### config.mk
export PLATFORM = sky130hd
export DESIGN_NAME = tx_arb
export DESIGN_NICKNAME = d
export VERILOG_FILES = /design/src/rtl/tx_arb.sv
export SDC_FILE = /design/constraint.sdc
export NUM_CORES = 1
export LEC_CHECK = 0
export CAP_MARGIN = 30
export CORE_MARGIN = 1
export CORE_UTILIZATION = 41
export DETAILED_ROUTE_END_ITERATION = 10
export PLACE_DENSITY = 0.86
export SYNTH_ARGS = -nofsm -noshare
export SYNTH_HDL_FRONTEND = slang
export SYNTH_SLANG_ARGS = --single-unit
### constraint.sdc
create_clock -name clk -period 2.4 [get_ports clk]
set_input_delay 0.48 -clock clk [delete_from_list [all_inputs] [get_ports clk]]
set_output_delay 0.48 -clock clk [all_outputs]
set_load 0.02 [all_outputs]
### src/rtl/tx_arb.sv
// Two-requester round-robin arbiter feeding a 16-bit transmitter (IDLE/XMIT).
// Optional XMIT timeout enabled by defining TX_ARB_TMO_EN (limit = TMO_CYCLES).
module tx_arb #(
  parameter int unsigned TMO_CYCLES = 4096
) (
  input  logic        clk,
  input  logic        rst_n,
  input  logic        req0,
  input  logic [15:0] data0,
  input  logic        req1,
  input  logic [15:0] data1,
  output logic        ack0,
  output logic        ack1,
  output logic        cmplt0,
  output logic        cmplt1,
  output logic [15:0] tx_data,
  output logic        trmt,
  input  logic        tx_done,
  output logic        busy,
  output logic        err
);

  typedef enum logic {IDLE, XMIT} state_t;

  state_t state;
  logic   ptr;     // requester that wins a tie on the next grant
  logic   gnt_id;  // requester owning the word currently in flight
  logic   win_id;

  // A lone requester wins outright; the pointer only breaks ties.
  always_comb begin
    win_id = (req0 & req1) ? ptr : req1;
  end

`ifdef TX_ARB_TMO_EN
  localparam int unsigned CW = $clog2(TMO_CYCLES + 1);

  logic [CW-1:0] tmo_cnt;
  logic          tmo_hit;
  logic          err_r;

  assign tmo_hit = (tmo_cnt == CW'(TMO_CYCLES - 1));
  assign err     = err_r;
`else
  // Timeout logic absent; the expression folds to a constant 0.
  assign err = 1'b0 & (TMO_CYCLES == 0);
`endif

  // NOTE: every state bit here is a flop updated with <=, so all reads in this
  // block see pre-edge values and the pulse defaults below cannot race.
  always_ff @(posedge clk or negedge rst_n) begin
    if (!rst_n) begin
      state   <= IDLE;
      ptr     <= 1'b0;
      gnt_id  <= 1'b0;
      trmt    <= 1'b0;
      ack0    <= 1'b0;
      ack1    <= 1'b0;
      cmplt0  <= 1'b0;
      cmplt1  <= 1'b0;
      busy    <= 1'b0;
      tx_data <= 16'h0000;
`ifdef TX_ARB_TMO_EN
      tmo_cnt <= '0;
      err_r   <= 1'b0;
`endif
    end else begin
      trmt   <= 1'b0;
      ack0   <= 1'b0;
      ack1   <= 1'b0;
      cmplt0 <= 1'b0;
      cmplt1 <= 1'b0;
`ifdef TX_ARB_TMO_EN
      err_r  <= 1'b0;
`endif
      case (state)
        IDLE: begin
          if (req0 | req1) begin
            state   <= XMIT;
            busy    <= 1'b1;
            trmt    <= 1'b1;
            ack0    <= ~win_id;
            ack1    <= win_id;
            tx_data <= win_id ? data1 : data0;
            gnt_id  <= win_id;
            ptr     <= ~win_id;
`ifdef TX_ARB_TMO_EN
            tmo_cnt <= '0;
`endif
          end
        end
        XMIT: begin
          // A tx_done coincident with the start pulse belongs to an older word.
          if (tx_done && !trmt) begin
            state  <= IDLE;
            busy   <= 1'b0;
            cmplt0 <= ~gnt_id;
            cmplt1 <= gnt_id;
          end
`ifdef TX_ARB_TMO_EN
          else if (tmo_hit) begin
            state <= IDLE;
            busy  <= 1'b0;
            err_r <= 1'b1;
          end else begin
            tmo_cnt <= tmo_cnt + 1'b1;
          end
`endif
        end
        default: state <= IDLE;
      endcase
    end
  end

endmodule

==> reports/summary.txt <==
# DRC: 0
r2r setup slk: 0.98 ns
leakage power: 0.000707 uW
Final HPWL DP: 2210 um
RSZ-0062 raised after global routing: false
WP data required: 1.92 ns
final worst-path cycle share: 76.2%
Fin. Hold Viols: 0
Worst-path clk slew: 0.14 ns
Global Route Usage Sum: 22.8%
hold path depth: 1
combinational share of power: 47.8%
Cell Chain, Critical Path: clkdlybuf4s50_1
RR Endpoint: tx_data[9]
max_slew headroom: 55.9%
yosys synthesis warning count: 0
Sink Count: 25
status: complete, no violations
Pint: 1020 uW
Synth Cell Area: 1140 sq um
Ports: 60
r2r worst-path depth: 3
cts-stage hold buffer count: 0
CP startpoint kind: flip-flop
total gr overflow: 0
endpoints failing setup: 0
Crit Path Max Fanout: 2
first-pass GRT wire length: 4660 um
antenna cells: 0
layout cell share with drive strength beyond 1: 5.70%
worst r2r src: ptr
Crit Path Class: flip-flop to primary output
Gates resized, CTS repair: 0
Least-Margin Pin Slew: 0.661 ns
top achievable clock speed: 0.547 GHz
Flop pwr share: 40.3%
Die Ht: 54.7 um
CTS Buf Count: 3
crit-path max cell delay: 0.62 ns
Slew Viols, Final: 0
Antenna Violating Nets Remaining: 0
Net Sw Frac: 36.8%
area added between synthesis and finish: 51.5%
Arr. time, crit path: 1.35 ns
Port Buf Inserts: 58
DR WL/cell: 16.6 um
FP Rows: 18
CORE AREA: 2540 sq um
Worst Hold Class: flip-flop to flip-flop
largest delay contributor family on the critical path: buffers and inverters
initial antenna violation count: 0
CTS tree: yes
Non-Filler Cell Area, Final: 1730 sq um
Die X: 54.7 um
Post-CTS Setup Inserts: 0
maximum clock insertion buffer count: 2
Nets: 196
Post-Syn Area per Cell: 11.1 sq um
nature of the critical path endpoint: primary output
Skew-Pair Late Insertion Delay: 0.33 ns
Die ar.: 2990 sq um
register area share after synthesis: 54.9%
Final Core Density: 67.8%
Hold Path Origin: gnt_id
Seq cells post-synth: 25
routed wire length: 3120 um
placed instance area: 1700 sq um
H-Tree Depth: 1
Via density: 5.81
Pre-Repair DR Iteration Count: 4
Syn Inst Count: 103
Placer Congestion: 0.790
largest net degree at the start of global routing: 26
peak supply drop: 0.625 mV
initial core utilization: 44.8%
1st-iter DRT viols: 12
Syn Nets: 140
count of cell types in the netlist: 22
number of global-route vias before repair: 1026
Max Cap Violations: 0
Tmin final: 1.83 ns
CTS root buf: clkbuf_4
Pwr Density: 932 nW/um^2
via count: 1092
Hold Path End: cmplt0
P_sw: 592 uW
clock skew: 0.00645 ns
post-route setup TNS: 0 ns
Clock power frac: 12.0%
critical path's slowest cell: clkdlybuf4s50_1
Bufs and invs on worst path: 1
[cells by family (layout without fill, tap and decap cells)]
group	count (synthesis)	count (layout)	synth area share (%)
flops	25	25	54.9
compound gates	54	54	32.4
simple gates	10	10	4.39
buf+inv	13	68	8.01
other cells	1	1	0.329
[cell usage after synthesis]
cell	count	area [sq um]
nand2b_1	1	6.26
o21ai_1	8	40.0
a21oi_1	2	10.0
inv_4	1	6.26
a31oi_1	17	106
o21ai_0	8	40.0
buf_4	2	15.0
clkbuf_2	1	5.00
buf_6	4	45.0
o21bai_4	1	18.8
and2b_4	1	10.0
a2bb2oi_1	16	140
conb_1	1	3.75
buf_2	1	5.00
o22ai_1	1	6.26
nand2_1	3	11.3
nor2_1	4	15.0
clkbuf_1	1	3.75
nand3b_1	1	7.51
a21boi_0	1	7.51
inv_1	3	11.3
dfrtp_1	25	626
[state kept, by name, indices dropped and copies added (netlist names)]
| name | count |
|---|---|
| ack0 | 1 |
| ack1 | 1 |
| busy | 1 |
| cmplt0 | 1 |
| cmplt1 | 1 |
| gnt_id | 1 |
| ptr | 1 |
| state | 1 |
| trmt | 1 |
| tx_data | 16 |
[final cells by class]
| type | instances | area [sq um] |
|---|---|---|
| clock buffer | 3 | 22.5 |
| clock inverter | 1 | 5.00 |
| fill | 187 | 818 |
| inverter | 4 | 17.5 |
| multi-input combinational | 65 | 423 |
| sequential | 25 | 626 |
| tap | 30 | 37.5 |
| timing repair buffer | 60 | 596 |
[metal layers]
metal | vias up | wire length [um] | track usage (%) | part of all wire [%]
li1 | 495 | - | - | -
met4 | 0 | 63 | 10.3 | 2.0
met1 | 519 | 1330 | 29.0 | 43
met2 | 71 | 1480 | 37.6 | 48
met3 | 7 | 246 | 3.89 | 7.9
met5 | - | 0 | 0 | 0
[power groups by stage]
| stage | combinational [uW] | clock (uW) | sequential, uW |
|---|---|---|---|
| 2_1_floorplan | 286 | 0 | 789 |
| 3_5_place_dp | 772 | 0 | 648 |
| 5_1_grt | 817 | 211 | 665 |
| 6_report | 769 | 192 | 648 |
| 3_3_place_gp | 748 | 0 | 649 |
| 4_1_cts | 772 | 194 | 647 |
[metrics by stage]
step | power [uW] | worst slack [ns] | std cells | hold WS [ns]
floorplan | 1070 | 1.23 | 103 | 0.184
global placement | 1400 | 0.442 | 184 | 0.415
detailed placement | 1420 | 0.349 | 184 | 0.426
CTS | 1610 | 0.586 | 188 | 0.445
global route | 1690 | 0.529 | 188 | 0.454
finish | 1610 | 0.571 | 188 | 0.439
[placed cells by master, fill, tap and decap left out, types with 2 or more instances in the layout]
master and n:
a21oi_1 2, dfrtp_1 25, o21ai_1 8, inv_1 3
buf_4 2, a31oi_1 17, nor2_1 4, nand2_1 3
clkdlybuf4s50_1 58, o21ai_0 8, clkbuf_4 3, a2bb2oi_1 16
[worst register-to-register path, stage by stage (launching register included)]
cell,delay [ns]
dfrtp_1,0.42
nand2b_1,0.45
a31oi_1,0.34
a2bb2oi_1,0.10
[worst max-delay path by stage]
stage                     depth (start not counted)  slack [ns]    endpoint       start
after floorplan                                   4        1.23  tx_data[0]        req1
after global placement                            4        0.44  tx_data[9]        req0
after detailed placement                          4        0.35  tx_data[9]        req0
after CTS                                         1        0.59  tx_data[0]  tx_data[0]
after global routing                              1        0.53  tx_data[3]  tx_data[3]
final                                             1        0.57  tx_data[5]  tx_data[5]
Note: power is estimated with default switching activity, not from simulation.
